`config.mk`:
```
export PLATFORM = sky130hd
export DESIGN_NAME = usb_hid_kbd_report_rx
export DESIGN_NICKNAME = d
export VERILOG_FILES = /design/src/rtl/usb_hid_pkg.sv /design/src/rtl/usb_hid_key_match.sv /design/src/rtl/usb_hid_kbd_report_rx.sv
export SDC_FILE = /design/constraint.sdc
export NUM_CORES = 1
export LEC_CHECK = 0
export CORE_MARGIN = 2
export CORE_UTILIZATION = 63
export CTS_CLUSTER_DIAMETER = 80
export CTS_CLUSTER_SIZE = 14
export DETAILED_ROUTE_END_ITERATION = 8
export HOLD_SLACK_MARGIN = 0.15
export PLACE_DENSITY_LB_ADDON = 0.12
export SLEW_MARGIN = 30
export SYNTH_ARGS = -nofsm -noshare
export SYNTH_HDL_FRONTEND = slang
export SYNTH_SLANG_ARGS = --single-unit
```
`constraint.sdc`:
```
create_clock -name clk -period 4.74 [get_ports clk]
set_input_delay 1.185 -clock clk [delete_from_list [all_inputs] [get_ports clk]]
set_output_delay 1.185 -clock clk [all_outputs]
set_load 0.02 [all_outputs]
```
`src/rtl/usb_hid_pkg.sv`:
```
// Shared types and constants for the HID boot-keyboard report receiver.
package usb_hid_pkg;

  localparam int REPORT_LEN = 8;
  localparam int NKEYS      = 6;

  localparam logic [7:0] KEY_ERR_ROLLOVER = 8'h01;

  // Six keycode slots of a boot-keyboard report (bytes 2..7).
  typedef logic [NKEYS-1:0][7:0] keybuf_t;

  typedef enum logic [2:0] {
    ST_IDLE,
    ST_REL_SCAN,
    ST_PRS_SCAN,
    ST_EMIT_REL,
    ST_EMIT_PRS
  } kbd_state_e;

endpackage

```
`src/rtl/usb_hid_key_match.sv`:
```
// Combinational membership test: is code present anywhere in keys?
module usb_hid_key_match
  import usb_hid_pkg::*;
(
  input  logic [7:0] code,
  input  keybuf_t    keys,
  output logic       found
);

  // Compare the code against every slot of the buffer.
  always_comb begin
    found = 1'b0;
    for (int k = 0; k < NKEYS; k++) begin
      if (keys[k] == code) found = 1'b1;
    end
  end

endmodule

```
`src/rtl/usb_hid_kbd_report_rx.sv`:
```
// HID boot-keyboard report receiver: assembles 8-byte reports from the OUT
// endpoint byte stream, diffs them against the previous report and emits one
// press/release event per changed keycode (releases first, ascending index).
module usb_hid_kbd_report_rx
  import usb_hid_pkg::*;
#(
  parameter logic [15:0] GAP_TIMEOUT = 16'd1000
) (
  input  logic       clk,
  input  logic       rstn,
  input  logic       usb_rstn,
  input  logic [7:0] out_data,
  input  logic       out_valid,
  output logic       evt_valid,
  input  logic       evt_ready,
  output logic       evt_press,
  output logic [7:0] evt_code,
  output logic [7:0] modifiers,
  output logic       err_frag,
  output logic       err_overrun,
  output logic       err_rollover
);

  kbd_state_e  state, state_n;
  logic [2:0]  cnt;
  logic [15:0] gap;
  logic [7:0]  asm_mod;
  keybuf_t     asm_keys, done_keys;
  logic [7:0]  pend_mod;
  keybuf_t     pend_keys;
  logic        pend_full;
  keybuf_t     cur, prev;
  logic [2:0]  idx, idx_n;

  logic        rpt_done, pend_ro, pend_take, hs, idx_last;
  logic [7:0]  prev_key, cur_key;
  logic        rel_found, prs_found, rel_dup, prs_dup, rel_hit, prs_hit;
  logic        take_commit, take_drop, prev_load;
  logic        evt_set, evt_set_press, evt_clr;
  logic [7:0]  evt_set_code;

  assign rpt_done  = out_valid && (cnt == 3'(REPORT_LEN - 1));
  assign hs        = evt_valid && evt_ready;
  assign idx_last  = (idx == 3'(NKEYS - 1));
  assign prev_key  = prev[idx];
  assign cur_key   = cur[idx];
  assign pend_take = take_commit || take_drop;

  // A released key must be absent from the new report, a pressed key absent from the old one.
  usb_hid_key_match u_rel_match (.code(prev_key), .keys(cur),  .found(rel_found));
  usb_hid_key_match u_prs_match (.code(cur_key),  .keys(prev), .found(prs_found));

  // Final byte goes straight into the slot; rollover detection; duplicate suppression.
  always_comb begin
    done_keys    = asm_keys;
    done_keys[5] = out_data;
    pend_ro      = 1'b1;
    rel_dup      = 1'b0;
    prs_dup      = 1'b0;
    for (int j = 0; j < NKEYS; j++) begin
      if (pend_keys[j] != KEY_ERR_ROLLOVER) pend_ro = 1'b0;
      if (3'(j) < idx) begin
        if (prev[j] == prev_key) rel_dup = 1'b1;
        if (cur[j] == cur_key)   prs_dup = 1'b1;
      end
    end
    rel_hit = (prev_key != 8'h00) && !rel_found && !rel_dup;
    prs_hit = (cur_key != 8'h00) && !prs_found && !prs_dup;
  end

  // Byte assembly with inter-byte gap timeout.
  always_ff @(posedge clk or negedge rstn) begin
    if (!rstn) begin
      cnt <= '0; gap <= '0; asm_mod <= '0; asm_keys <= '0; err_frag <= 1'b0;
    end else if (!usb_rstn) begin
      cnt <= '0; gap <= '0; asm_mod <= '0; asm_keys <= '0; err_frag <= 1'b0;
    end else begin
      err_frag <= 1'b0;
      if (out_valid) begin
        gap <= '0;
        cnt <= cnt + 3'd1;
        if (cnt == 3'd0) asm_mod <= out_data;
        else if (cnt != 3'd1) asm_keys[cnt - 3'd2] <= out_data;
      end else if (cnt != 3'd0) begin
        if (gap == GAP_TIMEOUT) begin
          cnt      <= '0;
          gap      <= '0;
          err_frag <= 1'b1;
        end else begin
          gap <= gap + 16'd1;
        end
      end
    end
  end

  // FSM state register.
  always_ff @(posedge clk or negedge rstn) begin
    if (!rstn) state <= ST_IDLE;
    else if (!usb_rstn) state <= ST_IDLE;
    else state <= state_n;
  end

  // FSM next state and datapath controls.
  always_comb begin
    state_n       = state;
    idx_n         = idx;
    take_commit   = 1'b0;
    take_drop     = 1'b0;
    prev_load     = 1'b0;
    evt_set       = 1'b0;
    evt_set_press = 1'b0;
    evt_set_code  = 8'h00;
    evt_clr       = 1'b0;
    case (state)
      ST_IDLE: begin
        if (pend_full) begin
          if (pend_ro) take_drop = 1'b1;
          else begin
            take_commit = 1'b1;
            idx_n       = '0;
            state_n     = ST_REL_SCAN;
          end
        end
      end
      ST_REL_SCAN: begin
        if (rel_hit) begin
          evt_set      = 1'b1;
          evt_set_code = prev_key;
          state_n      = ST_EMIT_REL;
        end else if (idx_last) begin
          idx_n   = '0;
          state_n = ST_PRS_SCAN;
        end else idx_n = idx + 3'd1;
      end
      ST_PRS_SCAN: begin
        if (prs_hit) begin
          evt_set       = 1'b1;
          evt_set_press = 1'b1;
          evt_set_code  = cur_key;
          state_n       = ST_EMIT_PRS;
        end else if (idx_last) begin
          idx_n     = '0;
          prev_load = 1'b1;
          state_n   = ST_IDLE;
        end else idx_n = idx + 3'd1;
      end
      ST_EMIT_REL: begin
        if (hs) begin
          evt_clr = 1'b1;
          if (idx_last) begin
            idx_n   = '0;
            state_n = ST_PRS_SCAN;
          end else begin
            idx_n   = idx + 3'd1;
            state_n = ST_REL_SCAN;
          end
        end
      end
      ST_EMIT_PRS: begin
        if (hs) begin
          evt_clr = 1'b1;
          if (idx_last) begin
            idx_n     = '0;
            prev_load = 1'b1;
            state_n   = ST_IDLE;
          end else begin
            idx_n   = idx + 3'd1;
            state_n = ST_PRS_SCAN;
          end
        end
      end
      default: state_n = ST_IDLE;
    endcase
  end

  // Pending slot, key buffers, event register and overrun/rollover pulses.
  always_ff @(posedge clk or negedge rstn) begin
    if (!rstn) begin
      pend_mod <= '0; pend_keys <= '0; pend_full <= 1'b0; cur <= '0; prev <= '0;
      modifiers <= '0; idx <= '0; evt_valid <= 1'b0; evt_press <= 1'b0; evt_code <= '0;
      err_overrun <= 1'b0; err_rollover <= 1'b0;
    end else if (!usb_rstn) begin
      pend_mod <= '0; pend_keys <= '0; pend_full <= 1'b0; cur <= '0; prev <= '0;
      modifiers <= '0; idx <= '0; evt_valid <= 1'b0; evt_press <= 1'b0; evt_code <= '0;
      err_overrun <= 1'b0; err_rollover <= 1'b0;
    end else begin
      err_overrun  <= 1'b0;
      err_rollover <= take_drop;
      // A report completing while the slot is being taken is not an overrun.
      if (rpt_done) begin
        pend_mod    <= asm_mod;
        pend_keys   <= done_keys;
        pend_full   <= 1'b1;
        err_overrun <= pend_full && !pend_take;
      end else if (pend_take) begin
        pend_full <= 1'b0;
      end
      if (take_commit) begin
        cur       <= pend_keys;
        modifiers <= pend_mod;
      end
      if (prev_load) prev <= cur;
      idx <= idx_n;
      if (evt_set) begin
        evt_valid <= 1'b1;
        evt_press <= evt_set_press;
        evt_code  <= evt_set_code;
      end else if (evt_clr) begin
        evt_valid <= 1'b0;
      end
    end
  end

endmodule

```
==> qor.yml <==
outcome: "finished, final reports clean"
drt_iter0_markers: 1094
hp-class: "reg2reg"
path_max_fanout: 39
die_y_um: 150.6
skew_ns: 0.01795
finalSetupViolations: 0
layout_min_cycle_time_ns: 4.597
drc_errors: 0
cp-end-kind: "flop"
hold_viol: 0
htree_num_levels: 1
core_mm2: 0.02109
layout.nets: 1343
tns_ns: 0
synth.distinct_cells: 61
max_freq_mhz: 217.5
clk-insertion-delay-late_ns: 0.53
grt_setup_unrepaired: "no"
post_cts_resized: 0
dpl.cell_count: 1572
vias: 10722
pin_count: 34
cts_hold_buf: 0
synthToLayoutAreaGrowth_pct: 9.947
fin_cells: 1600
critPathLaunchType: "flop"
cts_tree: "done"
top_usage_layer: "met2"
p_total_mw: 4.058
synth_xor_area_frac: 0.1151
synth_simple_gate_area_frac: 0.1411
diodes: 0
cts_buffer_depth: 3
antenna_found_initial: 0
cts_sinks: 247
required_ns: 5.12
synthAdderAreaFrac: 0.006465
async_reset_ff_frac: 1.000
grt.total_usage: 0.3490
cts-buffers-inserted: 21
startpoint: "idx[2]$_DFFE_PN0P_"
avgViaCountPerCell: 6.701
min_from: "asm_mod[1]$_DFFE_PN0P_"
max_cap_violations: 0
synth_edf_count: 0
yosysSeqAreaShare: 0.4563
synth_area_mm2: 0.01355
grt_pass1_vias: 10396
fin_crit_sh: 0.9698
layout-drive-gt1-share: 0.1004
synth.avg_cell_area_um2: 10.39
synth_nets: 1324
synth_warnings: 0
vdd_ir_drop_max_uv: 354.6
final_antenna_net_count: 0
synth_seq_cells: 247
final_common_cell: "dfrtp_1"
worst_pin_slew_ns: 0.7497
max_slew_margin: 0.4937
post-route-util: 0.7063
cts_root_buf: "clkbuf_16"
synth_top_family_by_area: "simple AND/OR/NAND/NOR gates"
grt_use_met3: 0.04485
synth.area.mux_share: 0.1143
cp.arrival_ns: 4.97
worstReg2RegStart: "idx[2]$_DFFE_PN0P_"
syn_inst: 1304
die_width_um: 150.6
grt_first_pass_wirelength_mm: 60.88
cts_setup_buffers: 0
grt_overflow: 0
use_met1: 0.4895
initial_core_util: 0.6424
power.leakage_nw: 6.639
hpwl_mm: 26.99
path_class: "reg2reg"
wl_mm: 38.85
mostFrequentLayoutCells: "dfrtp_1, nor2_1, xor2_1"
gr-usage-met2: 0.5500
grt_max_degree: 120
place.gp.congestion: 1.002
p_per_area_mw_per_mm2: 272.4
wire_per_inst_um: 24.28
die_area_mm2: 0.02269
num_rows: 53
path_clk_slew_ns: 0.08
slew_violations: 0
synthFlopType: "dfrtp_1"
synth_compound_area_frac: 0.1282
io_buffers: 33
drt_first_pass_iters: 6
-- cells in the mapped netlist, drive strengths merged, types with 4 or more instances --
cell type / count / area share
o22ai: 5 / 0.0023
nand4b: 4 / 0.0026
a22oi: 5 / 0.0028
or4: 10 / 0.0058
o22a: 9 / 0.0058
dfrtp: 247 / 0.46
inv: 13 / 0.0036
nor3: 13 / 0.0048
xnor2: 65 / 0.042
nand3: 38 / 0.014
mux2: 45 / 0.037
nand2: 83 / 0.023
and2: 4 / 0.0018
o21ai: 24 / 0.0089
nor4b: 7 / 0.0045
nor2b: 8 / 0.0037
and3: 15 / 0.0069
or3: 4 / 0.0018
clkbuf: 53 / 0.015
nand2b: 10 / 0.0046
nor2: 127 / 0.035
mux2i: 104 / 0.077
xor2: 113 / 0.073
nor4: 24 / 0.011
nand4: 33 / 0.015
buf: 43 / 0.020
a22o: 100 / 0.065
a222oi: 16 / 0.012
a21oi: 43 / 0.017
ha: 7 / 0.0065
-- metal layers --
| metal | share of wire | vias up |
|---|---|---|
| li1 | - | 4733 |
| met1 | 0.42 | 5356 |
| met2 | 0.47 | 504 |
| met3 | 0.072 | 129 |
| met4 | 0.043 | 0 |
| met5 | 0 | - |
-- metrics by stage --
step / hold WS [ns] / setup WS (ns) / cell area (um^2)
after global placement: 0.4756 / 0.3142 / 14270
after global routing: 0.5185 / 0.06456 / 14890
final: 0.4974 / 0.1433 / 14890
after CTS: 0.4991 / 0.2464 / 14860
after floorplan: 0.4518 / 1.238 / 13550
after detailed placement: 0.4845 / 0.2638 / 14300
-- state kept, by name, summed over array words and instances, names as in the netlist --
signal	cells
err_overrun	1
err_rollover	1
gap	16
evt_press	1
evt_code	8
asm_mod	8
pend_keys	48
evt_valid	1
idx	3
cur	48
state	3
asm_keys	40
prev	48
cnt	3
pend_mod	8
err_frag	1
pend_full	1
modifiers	8
-- critical path, stage by stage, from the launching register on --
cell and delay [ns]:
dfrtp_1 0.57, nor2b_1 0.09, buf_4 0.19, buf_4 0.20
a222oi_1 0.69, buf_4 0.38, xor2_1 0.17, nand2_1 0.06
nor4_1 0.53, or4_1 0.30, o31ai_4 0.10, a21oi_4 0.45
buf_12 0.34, mux2i_1 0.26, nor2_1 0.05
-- logic make-up (layout without fill, tap and decap cells) --
group	count (synthesis)	count (layout)
flops	247	247
compound gates	225	225
fa+ha+maj	7	7
buf+inv	109	130
mux	149	149
simple gates	389	389
xor+xnor	178	178
-- final cells by class --
class | instances | area, um^2
tap | 275 | 344.1
timing repair buffer | 92 | 888.4
clock inverter | 2 | 13.76
clock buffer | 23 | 543.0
inverter | 13 | 51.30
multi-input combinational | 948 | 6872
sequential | 247 | 6182
fill | 1604 | 6193
-- report_power, final --
group,leakage [nW],switching (mW),internal [mW]
Sequential,3.44,0.0339,2.15
Combinational,2.92,0.218,0.101
Clock,0.276,0.753,0.807
Total,6.64,1.00,3.05
-- final timing paths --
kind	cells past startpoint	slack [ns]	to
max	14	0.14	prev[7]$_DFFE_PN0P_
min	1	0.50	pend_mod[1]$_DFFE_PN0P_
max reg2reg	14	0.14	prev[7]$_DFFE_PN0P_
min reg2reg	1	0.50	pend_mod[1]$_DFFE_PN0P_
max in group asynchronous	2	3.45	cnt[2]$_DFFE_PN0P_
min in group asynchronous	1	0.54	prev[24]$_DFFE_PN0P_
Note: power is estimated with default switching activity, not from simulation.
